`src/rtl/mux_arb_nch.sv`:
```
// N-channel registered multiplexer with built-in valid/ready arbitration.
// Round-robin (mode=0) or fixed lowest-index priority (mode=1) selects which channel loads the output register.
module mux_arb_nch #(
  parameter int WIDTH = 4,
  parameter int N     = 4,
  localparam int SW   = $clog2(N)
) (
  input  logic               clk,
  input  logic               rst_n,
  input  logic [N*WIDTH-1:0] in_data,
  input  logic [N-1:0]       in_valid,
  output logic [N-1:0]       in_ready,
  input  logic               mode,
  output logic [WIDTH-1:0]   out_data,
  output logic [SW-1:0]      out_sel,
  output logic               out_valid,
  input  logic               out_ready
);

  localparam logic [SW:0]   NUM_CH  = (SW+1)'(N);
  localparam logic [SW-1:0] LAST_CH = SW'(N-1);

  logic [WIDTH-1:0] out_data_q, out_data_d;
  logic [SW-1:0]    out_sel_q, out_sel_d;
  logic             out_valid_q, out_valid_d;
  logic [SW-1:0]    ptr_q, ptr_d;

  logic [WIDTH-1:0] word [N];
  logic [SW-1:0]    start;
  logic [SW:0]      idx;
  logic [SW-1:0]    win;
  logic             found;
  logic             load_en;
  logic             accept;
  logic [N-1:0]     grant;

  for (genvar gi = 0; gi < N; gi++) begin : g_unpack
    assign word[gi] = in_data[gi*WIDTH +: WIDTH];
  end

  // Circular search from the start index; one extra bit on idx absorbs the wrap.
  always_comb begin
    start = mode ? '0 : ptr_q;
    found = 1'b0;
    win   = '0;
    idx   = '0;
    for (int k = 0; k < N; k++) begin
      idx = {1'b0, start} + (SW+1)'(k);
      if (idx >= NUM_CH) begin
        idx = idx - NUM_CH;
      end
      if (!found && in_valid[idx[SW-1:0]]) begin
        found = 1'b1;
        win   = idx[SW-1:0];
      end
    end
  end

  assign load_en  = !out_valid_q || out_ready;
  assign accept   = load_en && found;
  assign grant    = found ? ({{(N-1){1'b0}}, 1'b1} << win) : '0;
  assign in_ready = load_en ? grant : '0;

  always_comb begin
    out_data_d  = out_data_q;
    out_sel_d   = out_sel_q;
    out_valid_d = out_valid_q;
    ptr_d       = ptr_q;
    if (load_en) begin
      out_valid_d = found;
      if (found) begin
        out_data_d = word[win];
        out_sel_d  = win;
      end
    end
    // The pointer only moves past a channel that actually handed over a word.
    if (accept && !mode) begin
      ptr_d = (win == LAST_CH) ? '0 : win + SW'(1);
    end
  end

  always_ff @(posedge clk or negedge rst_n) begin
    if (!rst_n) begin
      out_data_q  <= '0;
      out_sel_q   <= '0;
      out_valid_q <= 1'b0;
      ptr_q       <= '0;
    end else begin
      out_data_q  <= out_data_d;
      out_sel_q   <= out_sel_d;
      out_valid_q <= out_valid_d;
      ptr_q       <= ptr_d;
    end
  end

  assign out_data  = out_data_q;
  assign out_sel   = out_sel_q;
  assign out_valid = out_valid_q;

endmodule
```
`config.mk`:
```
export PLATFORM = sky130hd
export DESIGN_NAME = mux_arb_nch
export DESIGN_NICKNAME = d
export VERILOG_FILES = /design/src/rtl/mux_arb_nch.sv
export SDC_FILE = /design/constraint.sdc
export NUM_CORES = 1
export LEC_CHECK = 0
export ABC_CLOCK_PERIOD_IN_PS = 6100
export CAP_MARGIN = 10
export CORE_UTILIZATION = 35
export CTS_CLUSTER_DIAMETER = 120
export DETAILED_ROUTE_END_ITERATION = 12
export PLACE_DENSITY = 0.69
export SLEW_MARGIN = 20
export SYNTH_ARGS = -nofsm -noshare
export SYNTH_HDL_FRONTEND = slang
export SYNTH_SLANG_ARGS = --single-unit
```
`constraint.sdc`:
```
create_clock -name clk -period 6.1 [get_ports clk]
set_input_delay 1.22 -clock clk [delete_from_list [all_inputs] [get_ports clk]]
set_output_delay 1.22 -clock clk [all_outputs]
set_load 0.03 [all_outputs]
```
# Yosys cells after proc, flatten, opt, wreduce, memory -nomap -nowiden
# Index checks and enable logic that the tools add are counted.
[word_totals]
out_inout_bits = 11
input_bits = 24
regBits = 9
romBits = 0
ramBits = 0
memories = 0
latch_bits = 0
[op_classes]
n_reduce_logical = 12
div_mod_pow = 0
n_lt_le_gt_ge = 9
mux = 27
eq_ne = 1
bitwise = 1
addsub = 8
n_mul = 0
n_shift = 1
[op_table]
columns = ["op", "n"]
rows = [
  ["$mux W2", 10],
  ["$mux W4", 4],
  ["$ge A3 B3 Y1 const B", 4],
  ["$lt A2 B3 Y1 const B", 4],
  ["$bmux W1 S2", 4],
  ["$bmux W4 S2", 1],
  ["$mux W1", 8],
  ["$sub A2 B1 Y2 const B", 4],
  ["$add A2 B2 Y3 const B", 2],
  ["$logic_and A1 B1 Y1", 5],
  ["$logic_not A1 Y1", 5],
  ["$shl A1 B2 Y4 const A", 1],
  ["$add A2 B1 Y3 const B", 1],
  ["$ge A2 B3 Y1 const B", 1],
  ["$not A2 Y3", 1],
  ["$add A2 B1 Y2 const B", 1],
  ["$eq A2 B2 Y1 const B", 1],
  ["$reduce_and A2 Y1", 1],
  ["$logic_or A1 B1 Y1", 1],
]

# Logic depth before layout (Yosys ltp)
# Gate-level depths: netlist of the first run.
[depth]
depth_word = 19
mapped_depth = 10
depth_no_buf = 8

# Worst setup path before layout of the first run
# No wires, ideal clock.
[synth_path]
path_type = "in2out"
startpoint = "input mode"
endpoint = "output in_ready[0]"
path_slack_ps = 1857
arrival_ps = 3023
t_required_ps = 4880
cell_stages = 7
path_cell_list = "buf_4 -> nor2_2 -> mux2_4 -> a211oi_4 -> nor2b_2 -> buf_6 -> nor3_1"
[synth_between]
elab_chain_len = 18
[synth_rtl]
columns = ["element", "line_no", "text"]
rows = [
  ["from (decl)", "13", "input logic mode,"],
  ["$mux W2 *", "43", "start = mode ? '0 : ptr_q;"],
  ["branches (longest 15 deep; another with $add A2 B1 Y3)", "n/a", ""],
  ["$mux W4 *", "61", "assign grant = found ? ({{(N-1){1'b0}}, 1'b1} << win) : '0;"],
  ["$mux W4 *", "62", "assign in_ready = load_en ? grant : '0;"],
  ["to (decl)", "12", "output logic [N-1:0] in_ready,"],
]
# Every way passes the cells marked *. The select of a mux whose other input is x is not followed.

# Worst setup path after layout of the first run
[layout_path]
startpoint = "input mode"
endpoint = "output in_ready[3]"
# Same word-level chain as after synthesis.

==> results of run 1 <==
## flip-flops by register name, summed over array words and instances (netlist names)
register / count
out_data: 4
out_sel: 2
ptr_q: 2
out_valid: 1
## cell families (layout without fill, tap and decap cells)
| family | Yosys count | in the layout | synth area share [%] |
|---|---|---|---|
| AO/OA/AOI/OAI | 23 | 23 | 26.02 |
| XOR/XNOR | 1 | 1 | 3.470 |
| adder cells (fa/ha/maj) | 1 | 1 | 1.577 |
| buffers and inverters | 9 | 41 | 7.729 |
| flip-flops | 9 | 9 | 28.39 |
| multiplexers | 7 | 7 | 9.936 |
| AND/OR/NAND/NOR | 36 | 36 | 22.87 |
## power by group
part	leakage (nW)	switching [W]	internal, W
registers	0.108	0.0000283	0.0000823
clock network	0.0177	0.0000242	0.0000242
logic	0.333	0.000128	0.000119
## final cells by class
class	count	area, sq um
Inverter	2	7.507
Clock inverter	1	5.005
Clock buffer	3	22.52
Multi-Input combinational cell	68	506.7
Tap cell	27	33.78
Sequential cell	9	225.2
Fill cell	199	893.4
Timing Repair Buffer	35	347.8
## Yosys cell counts
cell type / instances / area, sq um
a31o_1: 1 / 8.760
nor4_1: 1 / 6.260
and2b_1: 2 / 15.01
nand3_1: 5 / 25.02
mux2i_1: 3 / 30.03
and2_1: 1 / 6.260
buf_6: 3 / 33.78
dfrtp_1: 9 / 225.2
nor2b_2: 1 / 8.760
nand2_1: 9 / 33.78
inv_1: 2 / 7.510
buf_4: 1 / 7.510
mux2_4: 1 / 15.01
xnor2_4: 1 / 27.53
nor2_2: 1 / 6.260
o211ai_2: 1 / 12.51
o22ai_1: 2 / 12.51
mux2_2: 3 / 33.78
nor2_1: 8 / 30.03
nand2b_1: 3 / 18.77
buf_2: 1 / 5.000
o221ai_1: 5 / 43.79
a21oi_1: 1 / 5.000
or2_2: 2 / 12.51
o41ai_2: 1 / 16.27
a32oi_1: 4 / 35.03
a22o_1: 4 / 35.03
a211oi_4: 1 / 20.02
ha_1: 1 / 12.51
nor3_1: 1 / 5.000
nand3b_1: 1 / 7.510
o21ai_0: 2 / 10.01
clkbuf_1: 2 / 7.510
o21a_1: 1 / 7.510
or2_1: 1 / 6.260
## metal layers
layer / up-vias / routed length (um) / track usage [%]
li1: 383 / - / -
met1: 365 / 965 / 24.72
met2: 31 / 958 / 27.25
met3: 4 / 123 / 3.086
met4: 0 / 21 / 6.667
met5: - / 0 / 0
## layout by cell type, fill, tap and decap left out, types with 2 or more instances in the layout
master            n
clkdlybuf4s50_1  34
o22ai_1           2
nand2b_1          3
inv_1             2
nand2_1           9
mux2i_1           3
o21ai_0           2
a32oi_1           4
or2_2             2
o221ai_1          5
nand3_1           5
nor2_1            8
and2b_1           2
clkbuf_4          3
a22o_1            4
mux2_2            3
dfrtp_1           9
## through the flow
step / total power [W] / setup WS, ns / area (sq um) / hold WS (ns) / cells
after floorplan: 0.0002935 / 1.857 / 793.3 / 0.6220 / 86
after global placement: 0.0003555 / 0.8323 / 1121 / 0.4743 / 141
after detailed placement: 0.0003562 / 0.7552 / 1121 / 0.4673 / 141
after CTS: 0.0004078 / 0.7542 / 1149 / 0.4937 / 145
after global routing: 0.0004351 / 0.5726 / 1149 / 0.5350 / 145
final: 0.0004052 / 0.7792 / 1149 / 0.4919 / 145
## final timing paths
| path | start | endpoint | depth (start not counted) |
|---|---|---|---|
| max in group asynchronous | rst_n | ptr_q[1]$_DFFE_PN0P_ | 1 |
| setup reg to reg | ptr_q[1]$_DFFE_PN0P_ | ptr_q[1]$_DFFE_PN0P_ | 7 |
| setup / recovery | mode | in_ready[3] | 9 |
| min in group asynchronous | rst_n | out_data[0]$_DFFE_PN0P_ | 1 |
| hold / removal | out_sel[1]$_DFFE_PN0P_ | out_sel[1]$_DFFE_PN0P_ | 2 |
| hold reg to reg | out_sel[1]$_DFFE_PN0P_ | out_sel[1]$_DFFE_PN0P_ | 2 |
## worst min-delay path: cells and delay by family (launching register included)
family / cells / cell delay (ns)
flops: 1 / 0.35
simple gates: 2 / 0.11
==> metrics, run 1 <==
status=finished, final reports clean; crit-path leading delay family=buffers and inverters; most frequent CP cell=clkdlybuf4s50_1; global placer's final weighted congestion=0.8098; clk buf depth=2; crit path capture type=output pin; Slowest cell on crit path=clkdlybuf4s50_1; share of post-route cells with drive strength above 1=14.41%; later-pin clock latency in the skew report=0.26 ns; FMAX=187.9 MHz; Synth-to-Final Area Change=44.79%; critical path class=in -> out; Critical Path AT=4.10 ns; clk sink count=9; global-route usage over all layers=17.81%; setup TNS=0 ns; final core utilization=56.25%; DRT iter0 DRCs=20; largest vdd supply drop=247.7 uV; Layout Nets=144; I/O Buffers=34; measured slew at the worst slew-check pin=0.9044 ns; syn_area_per_cell=9.224 sq um; yosys warns=0; clk_skew=0.001649 ns; Detail Placement HPWL=1545 um; Die Wd=49.61 um; Ports=35; die area=2461 sq um; GRT Residual Overflow=0; Yosys reg bits=9; Tmin final=5.321 ns; first-pass GRT wire length=3415 um; largest net degree at the start of global routing=13; Hold Violations, Final=0; DR DRC count=0; relative slew slack=39.71%; Hold Buf Count CTS=0; via count=783; R2R setup slack=3.58 ns; Mapped Cells=86; Bufs and invs on worst path=3; PwrDens=352.8 nW/um^2; Leak=0.4577 nW; max-cap violation count=0; CTS tree=built; cts repair resizes=0; WP data required=4.88 ns; initial antenna violation count=0; Post-Syn Nets=111; crit path max fanout=11; Core Area=2042 sq um; FP Rows=16; Seq/Total Area, Yosys=28.39%; Hold Path Class=reg -> reg; initial core utilization=38.85%; critical path's largest stage delay=0.67 ns; vias per cell=5.400; vias in the first global route=775; Worst-path clk slew=0.07 ns; Post-CTS Setup Bufs=0; Routed wire per std cell=14.26 um; H-tree levels=1; Num CTS Buffers=3; Root Driver=clkbuf_4; number of iterations in the first detailed-routing pass=4; max-slew violations=0; die height=49.61 um; Netlist Area Pre-Place=793.3 sq um; Setup Viol. Count Final=0; n_diodes=0; total length of routed wires=2068 um; Detail Route Antenna Nets=0; count of different cell masters after synthesis=35; RSZ-0062 raised after global routing=false; period utilisation layout=87.23%; critical path cell sequence=clkdlybuf4s50_1, nor2_2, mux2_2, o211ai_2, nor2b_2, ha_1, inv_1, nor2_1, clkdlybuf4s50_1; CP startpoint kind=input pin
Power figures use the tool's default switching activity.
==> inputs of run 2 (changes only) <==
--- a/config.mk
+++ b/config.mk
@@ -5,12 +5,13 @@
 export SDC_FILE = /design/constraint.sdc
 export NUM_CORES = 1
 export LEC_CHECK = 0
+export ABC_AREA = 1
 export ABC_CLOCK_PERIOD_IN_PS = 6100
 export CAP_MARGIN = 10
-export CORE_UTILIZATION = 35
+export CORE_UTILIZATION = 49
 export CTS_CLUSTER_DIAMETER = 120
 export DETAILED_ROUTE_END_ITERATION = 12
-export PLACE_DENSITY = 0.69
+export PLACE_DENSITY = 0.85
 export SLEW_MARGIN = 20
 export SYNTH_ARGS = -nofsm -noshare
 export SYNTH_HDL_FRONTEND = slang
==> run 2 against run 1 <==
Against the previous run: final cell count up 56%; clock-buffer cell count up 1; critical path depth up 4; cell area up 23%; hold slack worse by 0.0022 ns; synthesized cell count up 92%; critical path type unchanged.
==> metrics, run 2 <==
Seq/Total Area, Yosys=21.28% (-7.1 points); Tmin final=4.996 ns (-0.3251 ns); Mapped Cells=165 (+92%); period utilisation layout=81.90% (-5.3 points); Worst Reg-to-Reg Cells=12 (+5); Detail Route Antenna Nets=0 (unchanged); DR DRC count=0 (unchanged); area fraction of the dominant cell type after synthesis=21.28% (-7.1 points); Synth-to-Final Area Change=33.33%; yosys warns=0 (unchanged); global-route usage over all layers=23.30% (+5.5 points); largest net degree at the start of global routing=13 (unchanged); initial core utilization=52.87% (+14 points); Hold Violations, Final=0 (unchanged); Hold Buf Count CTS=0 (unchanged); main area contributors after synthesis=dfrtp_1 (21%), nand2_1 (16%), nand3_1 (15%); Ports=35 (unchanged); via count=1,120 (+43%); PwrDens=440.7 nW/um^2 (+25%); Yosys reg bits=9 (unchanged); count of different cell masters after synthesis=22 (-37%); global placer's final weighted congestion=0.8228 (+1.6%); post-route setup slack=1.104 ns (+0.3251 ns); ys flop type=dfrtp_1; GRT Residual Overflow=0 (unchanged); vias in the first global route=1,028 (+33%); clk sink count=9 (unchanged); Placed Cells=222 (+57%); share of post-route cells with drive strength above 1=16.08% (+1.7 points); Critical R2R Capture=ptr_q[1]$_DFFE_PN0P_; setup TNS=0 ns (unchanged); r2r startpoint=ptr_q[0]$_DFFE_PN0P_; Worst-path clk slew=0.07 ns (about the same); Setup Viol. Count Final=0 (unchanged); n_diodes=0 (unchanged); EDFF count, synth=0 (unchanged); Commonest cells post-synth=nand2_1 (44), nand3_1 (32), inv_1 (30); non-filler cells, final=226 (+56%); number of flip-flops in the largest register=4 (unchanged); most frequent cells in the layout=nand2_1 (44), clkdlybuf4s50_1 (34), nand3_1 (32); Detail Placement HPWL=2047 um (+33%); Root Driver=clkbuf_4; crit path capture type=output pin; critical path class=in -> out; Core Area=2002 sq um (-2.0%); most frequent cell after synthesis=nand2_1; Critical Path AT=3.78 ns (-0.32 ns); commonest non-fill, non-tap cell in the layout=nand2_1; Slowest cell on crit path=clkdlybuf4s50_1; cts repair resizes=0 (unchanged); first-pass GRT wire length=4319 um (+26%); Routed wire per std cell=11.31 um (-21%); DRT iter0 DRCs=26 (+30%); clk buf depth=2 (unchanged); measured slew at the worst slew-check pin=0.4102 ns (-0.4942 ns); FMAX=200.2 MHz (+6.5%); max-cap violation count=0 (unchanged); Post-CTS Setup Bufs=0 (unchanged); critical path cell sequence=clkdlybuf4s50_1, inv_2, nand2_4, nand2_1, nand2_2, nand2_1, nand2_1, nand4_4, nand2_8, ha_1, inv_1, nor2_1, clkdlybuf4s50_1; Netlist Area Pre-Place=1059 sq um (+33%); H-tree levels=1 (unchanged); initial antenna violation count=0 (unchanged); later-pin clock latency in the skew report=0.27 ns (about the same); largest vdd supply drop=302.7 uV (+22%); CTS tree=built; Post-Syn Nets=190 (+71%); Num CTS Buffers=3 (unchanged); number of iterations in the first detailed-routing pass=4 (unchanged); die height=48.48 um (-2.3%); most frequent CP cell=nand2_1; Hold Path Sink=out_data[3]$_DFFE_PN0P_; Hold Path Class=reg -> reg; ys async rst share=100.0% (unchanged); total length of routed wires=2556 um (+24%); area leader, netlist=dfrtp_1; Hold Path Depth=2 (unchanged); Layout Nets=225 (+56%); CP startpoint kind=input pin; vias per cell=4.956 (-8.2%); max-slew violations=0 (unchanged); R2R setup slack=4.06 ns (+0.48 ns); DP Area=1385 sq um (+24%); syn_area_per_cell=6.415 sq um (-30%); RSZ-0062 raised after global routing=false; Hold Slack=0.4897 ns (-0.002156 ns); fillers=174 (-13%); Leak=0.7644 nW (+67%); FP Rows=16 (unchanged); die area=2350 sq um (-4.5%); final instance area=1411 sq um (+23%); I/O Buffers=34 (unchanged); clk_skew=0.008422 ns (+0.006773 ns); crit path max fanout=11 (unchanged); critical path's largest stage delay=0.69 ns (+0.02 ns); relative slew slack=72.57% (+33 points); hold wc startpoint=out_data[3]$_DFFE_PN0P_; status=finished, final reports clean; Die Wd=48.48 um (-2.3%); setup slack after placement=1.100 ns (+0.3447 ns); WP data required=4.88 ns (about the same)
[run 2: per-layer routing]
| layer | vias to the layer above | global-route usage (%) | wire length [um] |
|---|---|---|---|
| li1 | 583 | - | - |
| met1 | 504 | 30.12 | 1159 |
| met2 | 29 | 39.67 | 1233 |
| met3 | 4 | 4.717 | 146 |
| met4 | 0 | 5.882 | 17 |
| met5 | - | 0 | 0 |
[run 2: how the worst max path moves through the flow]
stage / cells after the start / end / startpoint
5_1_grt: 13 / in_ready[3] / mode
3_3_place_gp: 15 / in_ready[3] / mode
2_1_floorplan: 13 / in_ready[3] / mode
3_5_place_dp: 13 / in_ready[3] / mode
6_report: 13 / in_ready[3] / mode
4_1_cts: 13 / in_ready[3] / mode
[run 2: final cells by class]
cell class / instances / area, sq um / share of cell area, %
multi-input combinational: 119 / 661.9 / 46.90
timing repair buffer: 34 / 340.3 / 24.11
sequential: 9 / 225.2 / 15.96
inverter: 33 / 123.9 / 8.777
tap: 27 / 33.78 / 2.394
clock buffer: 4 / 26.28 / 1.862
[run 2: cell families (layout without fill, tap and decap cells)]
logic type,Yosys count,after routing,share of synthesized area [%]
compound gates,7,7,4.138
fa+ha+maj,1,1,1.182
buf+inv,37,71,16.19
flops,9,9,21.28
simple gates,111,111,57.21
[run 2: critical path, delay by kind of cell]
family                   cells  cell delay, ns
adder cells (fa/ha/maj)      1            0.16
buffers and inverters        4            1.36
AND/OR/NAND/NOR              8            1.04
[run 2: where the power goes]
group / internal, W / total [W] / leakage (nW) / switching (W)
Clock: 0.0000253 / 0.0000482 / 0.0150 / 0.0000229
Combinational: 0.000168 / 0.000459 / 0.641 / 0.000291
Sequential: 0.0000877 / 0.000115 / 0.108 / 0.0000270
[run 2: through the flow]
step | power (W) | utilization (%)
2_1_floorplan | 0.0004532 | -
3_3_place_gp | 0.0005608 | 69.19
3_5_place_dp | 0.0005715 | 69.19
4_1_cts | 0.0006223 | 70.50
5_1_grt | 0.0006763 | 70.50
6_report | 0.0006220 | 70.50
